<file path="config.mk">
export PLATFORM = sky130hd
export DESIGN_NAME = branch_recovery_ctrl
export DESIGN_NICKNAME = d
export VERILOG_FILES = /design/src/rtl/branch_recovery_ctrl.sv
export SDC_FILE = /design/constraint.sdc
export NUM_CORES = 1
export LEC_CHECK = 0
export ABC_AREA = 1
export CAP_MARGIN = 20
export CORE_MARGIN = 2
export CORE_UTILIZATION = 43
export CTS_BUF_LIST = sky130_fd_sc_hd__clkbuf_4
export CTS_CLUSTER_DIAMETER = 30
export DETAILED_ROUTE_END_ITERATION = 16
export GPL_TIMING_DRIVEN = 0
export PLACE_DENSITY = 0.89
export SLEW_MARGIN = 5
export SYNTH_ARGS = -nofsm -noshare
export SYNTH_HDL_FRONTEND = slang
export SYNTH_SLANG_ARGS = --single-unit
export TNS_END_PERCENT = 5
</file>
<file path="constraint.sdc">
create_clock -name clk -period 2.2 [get_ports clk]
set_clock_uncertainty 0.2 [all_clocks]
set_input_delay 0.44 -clock clk [delete_from_list [all_inputs] [get_ports clk]]
set_output_delay 0.44 -clock clk [all_outputs]
set_load 0.05 [all_outputs]
</file>
<file path="src/rtl/branch_recovery_ctrl.sv">
// Branch retirement and misprediction recovery sequencer for the control-buffer head.
// Latency: correct branch dequeues same cycle; mispredict -> redirect_valid after 2 + ARCH_REGS/RESTORE_WIDTH cycles (mem_idle high).
// Backpressure: holds in DRAIN until mem_idle, holds redirect until fe_ready; commit is stalled throughout recovery.
// Optional build macro: BR_RECOVERY_STATS_EN enables the mispredict / recovery-cycle counters.
module branch_recovery_ctrl #(
    parameter int ROB_IDX       = 5,
    parameter int ARCH_REGS     = 32,
    parameter int RESTORE_WIDTH = 4
) (
    input  logic                          clk,
    input  logic                          rst,
    input  logic                          rob_br_commit,
    input  logic [ROB_IDX-1:0]            rob_head_id,
    input  logic                          cb_ready,
    input  logic [ROB_IDX-1:0]            cb_rob_id,
    input  logic                          cb_miss_predict,
    input  logic [31:0]                   cb_target,
    output logic                          cb_dequeue,
    output logic                          stall_commit,
    output logic                          flush,
    input  logic                          mem_idle,
    output logic                          rat_restore,
    output logic [$clog2(ARCH_REGS)-1:0]  rat_restore_base,
    output logic                          redirect_valid,
    output logic [31:0]                   redirect_pc,
    input  logic                          fe_ready,
    output logic [31:0]                   stat_mispredicts,
    output logic [31:0]                   stat_recov_cycles
);

    localparam int GROUPS = ARCH_REGS / RESTORE_WIDTH;
    localparam int CNT_W  = (GROUPS > 1) ? $clog2(GROUPS) : 1;
    localparam int BASE_W = $clog2(ARCH_REGS);

    // A partial last restore group would leave registers unrestored.
    generate
        if ((ARCH_REGS % RESTORE_WIDTH) != 0) begin : g_width_check
            $error("ARCH_REGS must be a multiple of RESTORE_WIDTH");
        end
    endgenerate

    typedef enum logic [2:0] {
        S_IDLE,
        S_FLUSH,
        S_DRAIN,
        S_RESTORE,
        S_REDIRECT
    } state_t;

    state_t             state_q, state_d;
    logic [31:0]        target_q, target_d;
    logic [CNT_W-1:0]   cnt_q, cnt_d;
    logic               match;

    assign match = cb_ready && (cb_rob_id == rob_head_id);

    // State, latched redirect target and restore-group counter.
    always_ff @(posedge clk) begin
        if (rst) begin
            state_q  <= S_IDLE;
            target_q <= '0;
            cnt_q    <= '0;
        end else begin
            state_q  <= state_d;
            target_q <= target_d;
            cnt_q    <= cnt_d;
        end
    end

    // Next-state and output decode; everything is forced low while rst is high.
    always_comb begin
        state_d          = state_q;
        target_d         = target_q;
        cnt_d            = cnt_q;
        cb_dequeue       = 1'b0;
        stall_commit     = 1'b0;
        flush            = 1'b0;
        rat_restore      = 1'b0;
        rat_restore_base = '0;
        redirect_valid   = 1'b0;
        redirect_pc      = '0;
        if (!rst) begin
            case (state_q)
                S_IDLE: begin
                    if (rob_br_commit) begin
                        if (!match) begin
                            stall_commit = 1'b1;
                        end else begin
                            // The branch itself commits even when it mispredicted.
                            cb_dequeue = 1'b1;
                            if (cb_miss_predict) begin
                                target_d = cb_target;
                                state_d  = S_FLUSH;
                            end
                        end
                    end
                end
                S_FLUSH: begin
                    stall_commit = 1'b1;
                    flush        = 1'b1;
                    state_d      = S_DRAIN;
                end
                S_DRAIN: begin
                    stall_commit = 1'b1;
                    if (mem_idle) begin
                        cnt_d   = '0;
                        state_d = S_RESTORE;
                    end
                end
                S_RESTORE: begin
                    stall_commit     = 1'b1;
                    rat_restore      = 1'b1;
                    rat_restore_base = BASE_W'(int'(cnt_q) * RESTORE_WIDTH);
                    if (cnt_q == CNT_W'(GROUPS - 1)) begin
                        cnt_d   = '0;
                        state_d = S_REDIRECT;
                    end else begin
                        cnt_d = cnt_q + CNT_W'(1);
                    end
                end
                S_REDIRECT: begin
                    stall_commit   = 1'b1;
                    redirect_valid = 1'b1;
                    redirect_pc    = target_q;
                    if (fe_ready) begin
                        state_d = S_IDLE;
                    end
                end
                default: begin
                    state_d = S_IDLE;
                end
            endcase
        end
    end

`ifdef BR_RECOVERY_STATS_EN
    logic [31:0] mispredicts_q;
    logic [31:0] recov_cycles_q;

    // Free-running, wrapping statistics counters.
    always_ff @(posedge clk) begin
        if (rst) begin
            mispredicts_q  <= '0;
            recov_cycles_q <= '0;
        end else begin
            if (state_q == S_IDLE && state_d == S_FLUSH) begin
                mispredicts_q <= mispredicts_q + 32'd1;
            end
            if (state_q != S_IDLE) begin
                recov_cycles_q <= recov_cycles_q + 32'd1;
            end
        end
    end

    assign stat_mispredicts  = mispredicts_q;
    assign stat_recov_cycles = recov_cycles_q;
`else
    assign stat_mispredicts  = '0;
    assign stat_recov_cycles = '0;
`endif

endmodule

</file>
* Word-level counts from Yosys, hierarchy flattened
Index checks and enable logic that the tools add are counted.
Cells by class: $add $sub $neg 1, equality and inequality tests 12, mux-type cells 28, reductions and logical operators 7
Operators by type and width (count):
- 32-bit two-way mux | 2
- 3-bit two-way mux | 8
- 3-bit one-hot mux with 5 select lines | 1
- 1-bit two-way mux | 13
- 2-bit != test (second input constant) | 6
- 5-bit two-way mux | 2
- 3-bit by 2-bit == test with 1-bit output (second input constant) | 2
- 3-bit == test (second input constant) | 2
- 3-bit one-hot mux with 2 select lines | 1
- 6-bit AND reduction | 1
- 5-bit == test | 1
- 4-bit AND reduction | 1
- 4-bit OR reduction | 1
- 3-bit by 1-bit adder with 3-bit output (second input constant) | 1
- 3-bit by 1-bit == test with 1-bit output (second input constant) | 1
- 3-bit zero test | 1
- 1-bit one-hot mux with 2 select lines | 1
- 2-bit AND reduction | 1
- 2-bit nonzero test | 1
- 1-bit logical AND | 1
Word-level totals: register bits after elaboration 38, output and inout port bits 106, logic and storage cells 51

* Logic depth before layout (Yosys ltp)
Gate-level depths: netlist of the first run.
depth in word-level cells 6, gate-level depth with buffers 10

* Least setup slack after synthesis of the first run
OpenSTA, ideal clock, no wires.
path type register to output, start register state_q[0], end output port stall_commit, arrival time 1.714 ns, slack -0.154 ns, cell stages (with the launch flop) 7, cells stage by stage dfxtp_1 -> nor2_4 -> nand2_4 -> nor2_8 -> buf_2 -> nand2_1 -> a21oi_1
On the way: word-level cells in the longest chain between the ends 4, elaborated cells between the ends (all ways) 8, those cells by class 4 x eq/ne; 2 x mux; 2 x reduce/logical
RTL lines:
- start, declared | line 50 | state_t state_q, state_d;
- start signal, assigned | line 64 | state_q <= state_d;
- 3-bit == test (tied with other cells) | line 83 | case (state_q)
- 4-bit OR reduction (no line)
- 1-bit one-hot mux with 2 select lines (*) | line 83
- 1-bit two-way mux (*) | line 82 | if (!rst) begin
- end, declared | line 19 | output logic stall_commit,
Every way passes the cells marked *; elsewhere a longest branch is shown, timed or not.

* Worst setup path after layout of the first run
start input port rob_br_commit, end output port stall_commit
On the way: word-level cells in the longest chain between the ends 3
RTL lines:
- start, declared | line 12 | input logic rob_br_commit,
- 1-bit two-way mux | line 85 | if (rob_br_commit) begin
- 1-bit one-hot mux with 2 select lines | line 83
- 1-bit two-way mux | line 82
Every way passes these cells.

==> results of run 1 <==
metrics by stage:
step,utilization,worst slack [ps],area (um2),hold slack [ps]
4_1_cts,0.659,-27.7,4140,293
2_1_floorplan,-,-98.7,3000,254
3_5_place_dp,0.632,-1030,3970,272
3_3_place_gp,0.632,-1010,3970,262
6_report,0.673,-14.1,4220,211
5_1_grt,0.673,-70.6,4220,201
final timing paths:
kind                            startpoint                  endpoint  cells after the start
setup reg to reg   state_q[0]$_SDFFE_PP0P_  target_q[0]$_SDFFE_PP0P_                      8
hold / removal                         rst   state_q[0]$_SDFFE_PP0P_                      2
hold reg to reg   target_q[9]$_SDFFE_PP0P_  target_q[9]$_SDFFE_PP0P_                      2
setup / recovery             rob_br_commit              stall_commit                      7
layer usage:
layer  vias to the layer above  track usage
met4                         0       0.0469
met1                      1308        0.213
li1                       1547            -
met2                        99        0.374
met5                         -            0
met3                         7       0.0524
cell families (layout without fill, tap and decap cells):
family                   count (synthesis)  count (layout)  synth area share
AO/OA/AOI/OAI                            8               8            0.0163
buffers and inverters                  142             243             0.296
flip-flops                              38              38             0.276
adder cells (fa/ha/maj)                  2               2           0.00908
AND/OR/NAND/NOR                        252             252             0.401
other                                    1              66           0.00136
final cells by class:
class / instances / area, um2
fill: 572 / 2050
multi-input combinational: 328 / 1510
timing repair buffer: 94 / 918
sequential: 38 / 769
buffer: 89 / 678
inverter: 52 / 200
tap: 77 / 96.3
clock buffer: 6 / 45.0
clock inverter: 2 / 8.76
cell usage after synthesis (2+ instances only):
master / count
nor2_1: 113
nand2_1: 90
buf_4: 69
inv_1: 51
dfxtp_1: 38
nand4_1: 32
buf_1: 11
nand3_1: 7
a21oi_1: 6
clkbuf_1: 6
buf_6: 3
a22oi_1: 2
ha_1: 2
nand3b_1: 2
nor2_2: 2
nor2_4: 2
registers in the layout (all words and copies together) (netlist names):
register,count
state_q,3
cnt_q,3
target_q,32
report_power, final:
part	leakage [nW]	internal [W]	switching, W	total [W]
Sequential	0.308	0.000690	0.00000271	0.000693
Clock	0.0331	0.000133	0.000234	0.000366
Combinational	1.84	0.000193	0.000381	0.000574
Total	2.18	0.00102	0.000617	0.00163
what timing repair did:
action / in CTS / in global routing
pin swaps: 12 / 2
endpoints found under the hold margin: 0 / 0
cloned: 1 / 0
resized for setup: 288 / 45
buffers inserted: 6 / 0
endpoints found under the setup margin: 40 / 39
==> summary.txt, run 1 <==
Outcome
  – Status: complete, but fails checks
  – Failing checks: setup timing

Yosys
  – Synth Instances: 443
  – Ys flop type: dfxtp_1
  – Yosys top cell area share: 0.276
  – Synthesized area per cell: 6.22 um2
  – Post-synthesis async set-or-reset flop share: 0
  – Top cells by area, synth: dfxtp_1 28%, buf_4 19%, nor2_1 15%
  – EDFF count, synth: 0
  – FF+latch count, synth: 38
  – Cell Area, Synth: 2760 um2
  – Synth warn: 0
  – Cell variety after synth: 23
  – Sequential area share after synthesis: 0.276
  – Cell taking the most area after synthesis: dfxtp_1

Clock network
  – H-tree depth: 2
  – Clock slew at reported path FFs: 100 ps
  – Clk root buf: clkbuf_4
  – CTS tree: done
  – CTS sink count: 38
  – Clk buf depth: 2
  – Total CTS buffers: 5
  – Hold-fix buffers, CTS: 0
  – Worst-Skew Late Latency: 330 ps

STA
  – Endpoints failing hold: 0
  – Total negative slack: -14.1 ps
  – RSZ-0062 raised after global routing: yes
  – # setup viols final: 1
  – Tcrit/Tclk final: 1.01
  – Final-report max-slew violation count: 0
  – Max frequency: 0.452 GHz
  – Setup ws final: -14.1 ps
  – Crit path time final: 2210 ps

Route
  – M1 WL: 2780 um
  – Via Count: 2961
  – Initial DRC count: 92
  – DRT Pass-1 Iters: 4
  – DR WL met2: 3750 um
  – Antenna viol nets, final: 0
  – DR WL/cell: 10.4 um
  – Routed WL: 7160 um
  – DR vias/cell: 4.32
  – DR DRC count: 0
  – Top Metal Used: met4
  – Wire length on met3: 580 um

Critical path
  – Worst setup SP type: input port
  – Slowest-stage cell, CP: clkdlybuf4s50_1
  – Buffers and inverters on the worst path: 4
  – FF-to-FF setup slack: 320 ps
  – Cell family with most CP delay: buffers and inverters
  – CP Max Fanout: 3
  – CP max stage delay: 490 ps
  – Cells along the critical path: clkdlybuf4s50_1 > inv_2 > nor2_8 > buf_6 > nand2_1 > a21oi_2 > buf_6
  – Most frequent CP cell: buf_6
  – Crit end category: primary output
  – Arr. time, crit path: 1570 ps
  – Worst endpoint required time: 1560 ps
  – Critical path type: input port to primary output

Finish
  – Most frequent cells in the layout: 100 x nor2_1, 83 x nand2_1, 78 x buf_4, 66 x conb_1, 48 x inv_1
  – Non-filler cells, final: 686
  – Final #Nets: 659
  – Area grow syn2layout: 53.3%
  – Layout cells sized above 1: 0.281
  – Most common cell after layout, fill and taps aside: nor2_1
  – ANT cells: 0

Placement
  – DP Cell Count: 672
  – I/O Buffers: 87
  – GPL Wtd Cong: 0.783
  – Post-DP HPWL: 5430 um

Global route
  – Largest net degree at the start of global routing: 12
  – Vias in the first global route: 2670
  – Gr usage total: 0.196
  – Initial antenna violation count: 0
  – Total congestion overflow: 0
  – First-pass GRT wire length: 11600 um

Floorplan
  – Die H: 84.0 um
  – Row count: 29
  – Chip Width: 84.0 um
  – Die area: 7060 um2
  – IO Pins: 155
  – Core area: 6280 um2
  – Initial Util: 0.439

Power
  – Static leakage: 2.18 nW
  – Pwr Density: 387 nW/um2
  – Peak supply drop: 0.327 mV
  – Final total power: 0.00163 W

Worst hold path
  – Worst Hold Class: input port to flip-flop

Run
  – Max Cap Viol: 0
Power figures use the tool's default switching activity.
==> run 2, diff against run 1 <==
clock period = 2.83 ns   (was 2.2 ns; I/O delays follow)
==> summary.txt, run 2 (synthesis gave the netlist of run 1 again) <==
Critical path
  – Crit end category: primary output
  – Cell family with most CP delay: buffers and inverters
  – Worst reg2reg path depth: 7 (-1)
  – CP endpoint: stall_commit
  – Worst endpoint required time: 2060 ps (+500 ps)
  – Arr. time, crit path: 1970 ps (+400 ps)
  – Slowest-stage cell, CP: clkdlybuf4s50_1
  – Buffers and inverters on the worst path: 4 (unchanged)
  – Cells along the critical path: clkdlybuf4s50_1 > inv_1 > nor2_8 > clkbuf_4 > nand2_1 > a21oi_1 > buf_4
  – FF-to-FF setup slack: 1040 ps (+720 ps)
  – Reg-to-Reg End: target_q[8]$_SDFFE_PP0P_
  – Worst r2r src: state_q[2]$_SDFFE_PP0P_
  – Critical path type: input port to primary output
  – CP max stage delay: 480 ps (about the same)
  – Critical Path Stages: 7 (unchanged)
  – Worst Setup SP: rob_br_commit
  – Worst setup SP type: input port
  – CP Max Fanout: 10 (+7)

Clock network
  – Hold-fix buffers, CTS: 0 (unchanged)
  – Clk buf depth: 2 (unchanged)
  – Worst-Skew Late Latency: 350 ps (+20 ps)
  – CTS tree: done
  – CTS sink count: 38 (unchanged)
  – Total CTS buffers: 5 (unchanged)
  – Clock slew at reported path FFs: 100 ps (about the same)
  – H-tree depth: 2 (unchanged)
  – Clk root buf: clkbuf_4

Finish
  – Fin util: 0.628 (-0.0450)
  – Most frequent cells in the layout: 111 x nor2_1, 90 x nand2_1, 70 x buf_4, 66 x conb_1, 51 x inv_1
  – Area grow syn2layout: 43.0%
  – Layout cells sized above 1: 0.223 (-0.0575)
  – Final #Nets: 652 (-1.1%)
  – Most common cell after layout, fill and taps aside: nor2_1
  – Design area: 3940 um2 (-6.7%)
  – Non-filler cells, final: 677 (-1.3%)
  – Largest Register: target_q
  – Largest register FFs: 32 (unchanged)
  – Largest registers: target_q (32), cnt_q (3), state_q (3)
  – ANT cells: 0 (unchanged)

Route
  – Routed WL: 7150 um (-0.14%)
  – DR DRC count: 0 (unchanged)
  – Antenna viol nets, final: 0 (unchanged)
  – DR vias/cell: 4.39 (+1.6%)
  – DR WL/cell: 10.6 um (+1.2%)
  – Via Count: 2969 (+0.27%)
  – DRT Pass-1 Iters: 6 (+2)
  – Initial DRC count: 91 (-1.1%)

Global route
  – First-pass GRT wire length: 11700 um (+0.72%)
  – Layer with the highest usage: met2
  – Met2 Use GR: 0.363 (-0.0108)
  – Total congestion overflow: 0 (unchanged)
  – Gr usage total: 0.200 (+0.00395)
  – Largest net degree at the start of global routing: 12 (unchanged)
  – Initial antenna violation count: 0 (unchanged)
  – Grt met1 use: 0.231 (+0.0184)
  – Vias in the first global route: 2631 (-1.5%)
  – Grt met3 use: 0.0455 (-0.00692)

STA
  – Final-report max-slew violation count: 0 (unchanged)
  – Crit path time final: 2740 ps
  – # setup viols final: 0 (-1)
  – Tcrit/Tclk final: 0.967
  – Max frequency: 0.365 GHz
  – Endpoints failing hold: 0 (unchanged)
  – RSZ-0062 raised after global routing: yes

Power
  – Peak supply drop: 0.248 mV (-24%)
  – Static leakage: 2.08 nW (-4.6%)
  – Pwr Density: 314 nW/um2 (-19%)

Placement
  – Placed cell area: 3970 um2 (about the same)
  – DP Cell Count: 672 (unchanged)
  – Post-DP HPWL: 5540 um (+1.9%)
  – GPL Wtd Cong: 0.810 (+3.4%)
  – I/O Buffers: 87 (unchanged)

Worst hold path
  – Worst Hold Class: flip-flop to flip-flop

Floorplan
  – Chip Width: 84.0 um (unchanged)
  – Die area: 7060 um2 (unchanged)
  – Initial Util: 0.439 (unchanged)
  – Die H: 84.0 um (unchanged)
  – Core area: 6280 um2 (unchanged)
  – Row count: 29 (unchanged)
  – IO Pins: 155 (unchanged)

Outcome
  – Status: completed

Run
  – Max Cap Viol: 0 (unchanged)
run 2: per-layer routing:
layer	vias up	wire length (um)
met1	1307	2980
met3	12	526
li1	1531	-
met5	-	0
met2	119	3530
met4	0	105
run 2: power breakdown:
| group | switching, W | internal (W) |
|---|---|---|
| clock | 0.000176 | 0.0000849 |
| combinational | 0.000289 | 0.000148 |
| sequential | 0.00000205 | 0.000539 |
| total | 0.000467 | 0.000771 |
run 2: per-stage QoR:
| step | total power, W | TNS (ps) | hold WS (ps) | worst slack, ps |
|---|---|---|---|---|
| 2_1_floorplan | 0.000893 | 0 | 254 | 256 |
| 3_3_place_gp | 0.000979 | -23320 | 262 | -639 |
| 3_5_place_dp | 0.000983 | -23520 | 273 | -629 |
| 4_1_cts | 0.00123 | -125 | 291 | -45.2 |
| 5_1_grt | 0.00129 | -50.5 | 316 | -18.9 |
| 6_report | 0.00124 | 0 | 290 | 92.9 |
run 2: how the worst min path moves through the flow:
stage	end	startpoint	cells past startpoint
finish	target_q[19]$_SDFFE_PP0P_	target_q[19]$_SDFFE_PP0P_	2
global route	target_q[12]$_SDFFE_PP0P_	target_q[12]$_SDFFE_PP0P_	2
CTS	target_q[19]$_SDFFE_PP0P_	target_q[19]$_SDFFE_PP0P_	2
detailed placement	target_q[19]$_SDFFE_PP0P_	target_q[19]$_SDFFE_PP0P_	2
global placement	target_q[0]$_SDFFE_PP0P_	target_q[0]$_SDFFE_PP0P_	2
floorplan	target_q[0]$_SDFFE_PP0P_	target_q[0]$_SDFFE_PP0P_	2
run 2: cell type report:
cell class | instances | area (um2)
Fill cell | 631 | 2340
Multi-Input combinational cell | 328 | 1430
Timing Repair Buffer | 87 | 783
Sequential cell | 38 | 761
Buffer | 89 | 636
Inverter | 52 | 195
Tap cell | 77 | 96.3
Clock buffer | 5 | 37.5
Clock inverter | 1 | 3.75
run 2: timing repair:
item / 4_1_cts / 5_1_grt
pin swaps: 0 / 0
cloned: 0 / 0
setup endpoints to repair: 40 / 40
resized for setup: 125 / 53
setup buffers: 0 / 0
run 2: tightest hold or removal path, stage by stage, from the launching register on:
cell and delay, ps:
dfxtp_1 320, nor2_1 90, nor2_1 50
